--- config.mk ---
export PLATFORM = sky130hd
export DESIGN_NAME = dsk_track_prefetch_flat
export DESIGN_NICKNAME = d
export VERILOG_FILES = /design/src/rtl/dsk_track_prefetch_if.sv /design/src/rtl/dsk_track_prefetch.sv /design/src/flat_wrapper.sv
export SDC_FILE = /design/constraint.sdc
export NUM_CORES = 1
export LEC_CHECK = 0
export CAP_MARGIN = 15
export CELL_PAD_IN_SITES_DETAIL_PLACEMENT = 2
export CELL_PAD_IN_SITES_GLOBAL_PLACEMENT = 2
export CORE_ASPECT_RATIO = 1.75
export CORE_MARGIN = 8
export CORE_UTILIZATION = 36
export CTS_CLUSTER_SIZE = 25
export DETAILED_ROUTE_END_ITERATION = 16
export PLACE_DENSITY_LB_ADDON = 0.15
export SLEW_MARGIN = 20
export SYNTH_ARGS = -nofsm -noshare
export SYNTH_HDL_FRONTEND = slang
export SYNTH_SLANG_ARGS = --single-unit
--- constraint.sdc ---
create_clock -name clk -period 5.8 [get_ports clk]
set_clock_uncertainty 0.2 [all_clocks]
set_input_delay 0.58 -clock clk [delete_from_list [all_inputs] [get_ports clk]]
set_output_delay 0.58 -clock clk [all_outputs]
set_load 0.05 [all_outputs]
--- src/rtl/dsk_track_prefetch_if.sv ---
// Disk-image slot bus between the memory controller / IWM drive model and one
// track prefetcher instance.
interface dsk_track_prefetch_if;
  logic        memoryLatch;
  logic        dskReadAck;
  logic [15:0] memoryDataIn;
  logic        restart;
  logic [21:0] trackStart;
  logic [15:0] trackLen;
  logic [21:0] dskReadAddr;
  logic [7:0]  byteOut;
  logic        byteValid;
  logic        byteReq;
  logic        underrun;

  modport master (
    output memoryLatch, dskReadAck, memoryDataIn, restart, trackStart, trackLen, byteReq,
    input  dskReadAddr, byteOut, byteValid, underrun
  );

  modport slave (
    input  memoryLatch, dskReadAck, memoryDataIn, restart, trackStart, trackLen, byteReq,
    output dskReadAddr, byteOut, byteValid, underrun
  );
endinterface

--- src/rtl/dsk_track_prefetch.sv ---
// Fetches a circular disk track one word per granted memory slot and hands it
// to the drive model a byte at a time through an 8-byte shift FIFO.
module dsk_track_prefetch (
  input logic             clk,
  input logic             reset,
  dsk_track_prefetch_if.slave bus
);

  logic [21:0] r_base;
  logic [15:0] r_len;
  logic [15:0] r_offset;
  logic [21:0] r_addr;
  logic [7:0]  r_fifo [8];
  logic [3:0]  r_count;
  logic        r_byteValid;
  logic        r_underrun;

  logic        w_pop;
  logic        w_capture;
  logic [16:0] w_offSum;
  logic [15:0] w_offsetNext;
  logic [3:0]  w_wrIdx;
  logic [3:0]  w_countNext;
  logic [7:0]  w_fifoNext [8];

  assign bus.dskReadAddr = r_addr;
  assign bus.byteOut     = r_fifo[0];
  assign bus.byteValid   = r_byteValid;
  assign bus.underrun    = r_underrun;

  // Entry 0 is always the head; a pop shifts everything down before the
  // captured word is appended behind the surviving bytes.
  always_comb begin
    w_pop        = bus.byteReq && r_byteValid;
    w_capture    = bus.dskReadAck && bus.memoryLatch && (r_len != 16'd0) &&
                   (r_count <= 4'd6) && !bus.restart;
    w_offSum     = {1'b0, r_offset} + 17'd2;
    w_offsetNext = (w_offSum >= {1'b0, r_len}) ? 16'd0 : w_offSum[15:0];
    w_wrIdx      = r_count - {3'd0, w_pop};
    w_countNext  = w_wrIdx + (w_capture ? 4'd2 : 4'd0);
    for (int i = 0; i < 7; i++) begin
      w_fifoNext[i] = w_pop ? r_fifo[i+1] : r_fifo[i];
    end
    w_fifoNext[7] = w_pop ? 8'd0 : r_fifo[7];
    if (w_capture) begin
      w_fifoNext[w_wrIdx[2:0]]        = bus.memoryDataIn[15:8];
      w_fifoNext[w_wrIdx[2:0] + 3'd1] = bus.memoryDataIn[7:0];
    end
  end

  // Restart wins over a same-clock capture or pop.
  always_ff @(posedge clk or posedge reset) begin
    if (reset) begin
      r_base      <= 22'd0;
      r_len       <= 16'd0;
      r_offset    <= 16'd0;
      r_addr      <= 22'd0;
      r_count     <= 4'd0;
      r_byteValid <= 1'b0;
      r_underrun  <= 1'b0;
      for (int i = 0; i < 8; i++) r_fifo[i] <= 8'd0;
    end else if (bus.restart) begin
      r_base      <= bus.trackStart & 22'h3FFFFE;
      r_len       <= bus.trackLen & 16'hFFFE;
      r_offset    <= 16'd0;
      r_addr      <= bus.trackStart & 22'h3FFFFE;
      r_count     <= 4'd0;
      r_byteValid <= 1'b0;
      r_underrun  <= 1'b0;
      for (int i = 0; i < 8; i++) r_fifo[i] <= 8'd0;
    end else begin
      for (int i = 0; i < 8; i++) r_fifo[i] <= w_fifoNext[i];
      r_count     <= w_countNext;
      r_byteValid <= (w_countNext != 4'd0);
      if (bus.byteReq && !r_byteValid) r_underrun <= 1'b1;
      if (w_capture) begin
        r_offset <= w_offsetNext;
        r_addr   <= r_base + {6'd0, w_offsetNext};
      end
    end
  end

endmodule
--- src/flat_wrapper.sv ---
// flat-port wrapper written by rule: the top's interface ports become plain ports
module dsk_track_prefetch_flat 
  (clk, reset, bus_memoryLatch, bus_dskReadAck, bus_memoryDataIn, bus_restart, bus_trackStart, bus_trackLen, bus_byteReq, bus_dskReadAddr, bus_byteOut, bus_byteValid, bus_underrun);
  dsk_track_prefetch_if bus_i ();
  input logic clk;
  input logic reset;
  input wire logic [$bits(bus_i.memoryLatch)-1:0] bus_memoryLatch;
  input wire logic [$bits(bus_i.dskReadAck)-1:0] bus_dskReadAck;
  input wire logic [$bits(bus_i.memoryDataIn)-1:0] bus_memoryDataIn;
  input wire logic [$bits(bus_i.restart)-1:0] bus_restart;
  input wire logic [$bits(bus_i.trackStart)-1:0] bus_trackStart;
  input wire logic [$bits(bus_i.trackLen)-1:0] bus_trackLen;
  input wire logic [$bits(bus_i.byteReq)-1:0] bus_byteReq;
  output wire logic [$bits(bus_i.dskReadAddr)-1:0] bus_dskReadAddr;
  output wire logic [$bits(bus_i.byteOut)-1:0] bus_byteOut;
  output wire logic [$bits(bus_i.byteValid)-1:0] bus_byteValid;
  output wire logic [$bits(bus_i.underrun)-1:0] bus_underrun;
  assign bus_i.memoryLatch = bus_memoryLatch;
  assign bus_i.dskReadAck = bus_dskReadAck;
  assign bus_i.memoryDataIn = bus_memoryDataIn;
  assign bus_i.restart = bus_restart;
  assign bus_i.trackStart = bus_trackStart;
  assign bus_i.trackLen = bus_trackLen;
  assign bus_i.byteReq = bus_byteReq;
  assign bus_dskReadAddr = bus_i.dskReadAddr;
  assign bus_byteOut = bus_i.byteOut;
  assign bus_byteValid = bus_i.byteValid;
  assign bus_underrun = bus_i.underrun;
  dsk_track_prefetch u_core (.clk(clk), .reset(reset), .bus(bus_i));
endmodule
==> impl_metrics.yaml <==
finish:
  finalNonFillerCells: 1291
  seqCellArea_mm2: 0.00358
  mostFrequentLayoutCells: "140 x dfrtp_1, 93 x nand2_1, 88 x clkdlybuf4s50_1"
  fill_cells: 2513
  multi_input_area_mm2: 0.00445
  area_growth_syn_to_layout_pct: 23.9
  nets: 1067
  drive_above_1_share_pct: 13.1
  layout_commonest_cell: "dfrtp_1"
  diodes: 0
  final_core_util_pct: 45.0
yosys:
  synthDistinctLibCells: 70
  yosysSeqAreaShare_pct: 42.3
  async_flop_share_pct: 100
  synth.net_count: 984
  synth_cells: 891
  synth_area_mm2: 0.00845
  yosysWarnings: 0
  synth_edf_count: 0
  synth_ff_type: "dfrtp_1"
  syn_area_per_cell_um2: 9.48
  synth-seq-cells: 143
power_and_ir_drop:
  peakVddDrop_mv: 0.191
  leakagePower_nw: 4.46
  p_per_area_mw_per_mm2: 375
  finalPower_mw: 3.93
clock_tree:
  cts.path.max_buffers: 2
  insertion_delay_ns: 0.45
  tritoncts: "done"
  clk_pin_slew_ns: 0.06
  root_buffer: "clkbuf_16"
  postCtsSetupBuffers: 0
  cts_sinks: 143
  cts_made_buffers: 17
  htree_levels: 4
placed_design:
  io_buffers: 89
  dp_hpwl_um: 22500
  place_inst: 1259
  pre_cts_slack_ns: 0.0509
  gp_congestion: 0.843
global_route:
  grt_max_degree: 108
  grt-ovfl-total: 0
  grt_pass1_vias: 8795
  track_usage_pct: 21.9
  antenna_found_initial: 0
  grt_pass1_wl_um: 49100
drt:
  route.detailed.drc: 0
  via_count: 7522
  wl_um: 30900
  routedWlPerCell_um: 23.9
  drt-initial-drc-count: 386
  viasPerCell: 5.83
  ant_nets: 0
  firstDrtPassIters: 4
run:
  cap_viol_max_count: 0
die:
  fp.dieArea_mm2: 0.0288
  coreArea_mm2: 0.0232
  die_x_um: 132
  die_height_um: 219
  initial_core_util_pct: 36.4
  rows: 74
  io_pins: 92
sta:
  drv_slew: 0
  setup_viol: 0
  rsz0062_at_grt: "yes"
  min_period_ns: 5.54
  report.final.hold_viol_count: 0
  max_clock_freq_ghz: 0.180
  finalCritPeriodShare_pct: 95.5
  relSlewSlack_pct: 26.1
  worst_slack_ns: 0.258
  tightestPinTransition_ns: 1.10
outcome:
  status: "finished, final reports clean"
setup_path:
  crit_type: "register to register"
  arrival_ns: 5.72
  critPathRequiredTime_ns: 5.98
  crit_fanout: 4
  end_kind: "register"
  start_kind: "register"
min_path:
  hold_path_class: "register to register"
==> cell usage after synthesis, types with 3 or more instances <==
| cell | count | share of area (%) |
|---|---|---|
| a211oi_1 | 10 | 0.89 |
| a21o_1 | 4 | 0.36 |
| a21oi_1 | 45 | 2.7 |
| a21oi_2 | 5 | 0.52 |
| a221oi_1 | 56 | 5.8 |
| and2_1 | 3 | 0.22 |
| and3_1 | 3 | 0.22 |
| buf_1 | 21 | 0.93 |
| buf_4 | 9 | 0.80 |
| clkbuf_1 | 38 | 1.7 |
| dfrtp_1 | 143 | 42 |
| ha_1 | 33 | 4.9 |
| inv_1 | 49 | 2.2 |
| mux2_2 | 8 | 1.1 |
| mux2i_1 | 66 | 7.8 |
| nand2_1 | 94 | 4.2 |
| nand3_1 | 18 | 1.1 |
| nand4_1 | 4 | 0.30 |
| nor2_1 | 42 | 1.9 |
| nor2b_1 | 7 | 0.52 |
| nor3_1 | 3 | 0.18 |
| nor4_1 | 4 | 0.30 |
| o2111ai_1 | 3 | 0.31 |
| o211ai_1 | 6 | 0.53 |
| o21ai_0 | 58 | 3.4 |
| o21ai_1 | 7 | 0.41 |
| o22ai_1 | 64 | 4.7 |
| o31ai_1 | 4 | 0.36 |
| xnor2_1 | 20 | 2.1 |
| xor2_1 | 14 | 1.5 |
==> area by class of cell <==
cell class / instances / share of cell area (%)
clock buffer: 20 / 4.17
clock inverter: 12 / 1.83
inverter: 51 / 1.90
multi-input combinational: 627 / 42.5
sequential: 143 / 34.2
tap: 304 / 3.63
timing repair buffer: 134 / 11.7
==> kinds of logic (layout without fill, tap and decap cells) <==
| family | count (synthesis) | in the layout | share of synthesized area (%) |
|---|---|---|---|
| AO/OA/AOI/OAI | 285 | 285 | 22.9 |
| XOR/XNOR | 35 | 35 | 3.72 |
| adder cells (fa/ha/maj) | 35 | 35 | 5.14 |
| buffers and inverters | 121 | 217 | 5.88 |
| flip-flops | 143 | 143 | 42.3 |
| multiplexers | 74 | 74 | 8.88 |
| AND/OR/NAND/NOR | 198 | 198 | 11.2 |
==> metal layers <==
| layer | track usage, % | share of wire, % | up-vias |
|---|---|---|---|
| li1 | - | - | 3446 |
| met1 | 20.6 | 36 | 3836 |
| met2 | 43.6 | 57 | 163 |
| met3 | 3.38 | 2.3 | 77 |
| met4 | 13.1 | 4.8 | 0 |
| met5 | 0 | 0 | - |
==> registers in the layout, indices dropped and copies added, names as in the netlist <==
| register | flops |
|---|---|
| u_core.r_count | 4 |
| u_core.bus.byteValid | 1 |
| u_core.r_fifo | 56 |
| u_core.r_offset | 15 |
| u_core.bus.dskReadAddr | 22 |
| u_core.bus.underrun | 1 |
| u_core.r_len | 15 |
| u_core.r_base | 21 |
| u_core.bus.byteOut | 8 |
==> stage by stage <==
| stage | area (um^2) | TNS (ns) | hold WS [ns] |
|---|---|---|---|
| after detailed placement | 9760 | 0 | 0.307 |
| after floorplan | 8450 | 0 | 0.287 |
| final | 10500 | 0 | 0.320 |
| after global placement | 9760 | 0 | 0.278 |
| after global routing | 10500 | -0.0253 | 0.338 |
| after CTS | 10400 | 0 | 0.321 |
==> worst max-delay path: stages (launching register included) <==
cell      delay, ns
dfrtp_1        0.37
ha_2           0.22
nand2_2        0.11
nor2_2         0.17
nand2_1        0.10
xor2_2         0.19
inv_1          0.09
ha_1           0.29
and4_1         0.25
nand4_1        0.14
o31a_1         0.30
nand2_2        0.17
nor2_4         0.06
and2_1         0.19
ha_1           0.33
o21a_1         0.18
o211ai_1       0.20
a21oi_1        0.08
a211oi_2       0.21
o31ai_1        0.10
buf_4          0.16
maj3_2         0.33
a21oi_4        0.18
o21ba_4        0.20
o21ai_4        0.09
a2111o_1       0.43
nand3_1        0.09
==> where the power goes <==
part | switching (mW) | internal (mW)
Sequential | 0.124 | 1.16
Clock | 0.447 | 0.758
Combinational | 0.942 | 0.499
Total | 1.51 | 2.42
==> final timing paths <==
path	slack, ns	endpoint	startpoint	depth (start not counted)
worst max-delay path	0.26	u_core.bus.dskReadAddr[20]	u_core.r_offset[1]	26
worst min-delay path	0.32	u_core.r_base[14]	u_core.r_base[14]	1
worst max register to register	0.26	u_core.bus.dskReadAddr[20]	u_core.r_offset[1]	26
worst min register to register	0.32	u_core.r_base[14]	u_core.r_base[14]	1
max in group asynchronous	3.81	u_core.r_offset[6]	reset	3
min in group asynchronous	0.47	u_core.r_fifo[49]	reset	2
==> timing repair <==
item,CTS,global route
resized for setup,4,16
setup endpoints to repair,2,11
pin swaps,0,4
hold buffers,0,0
No activity file was read; power rests on OpenSTA's default activity.
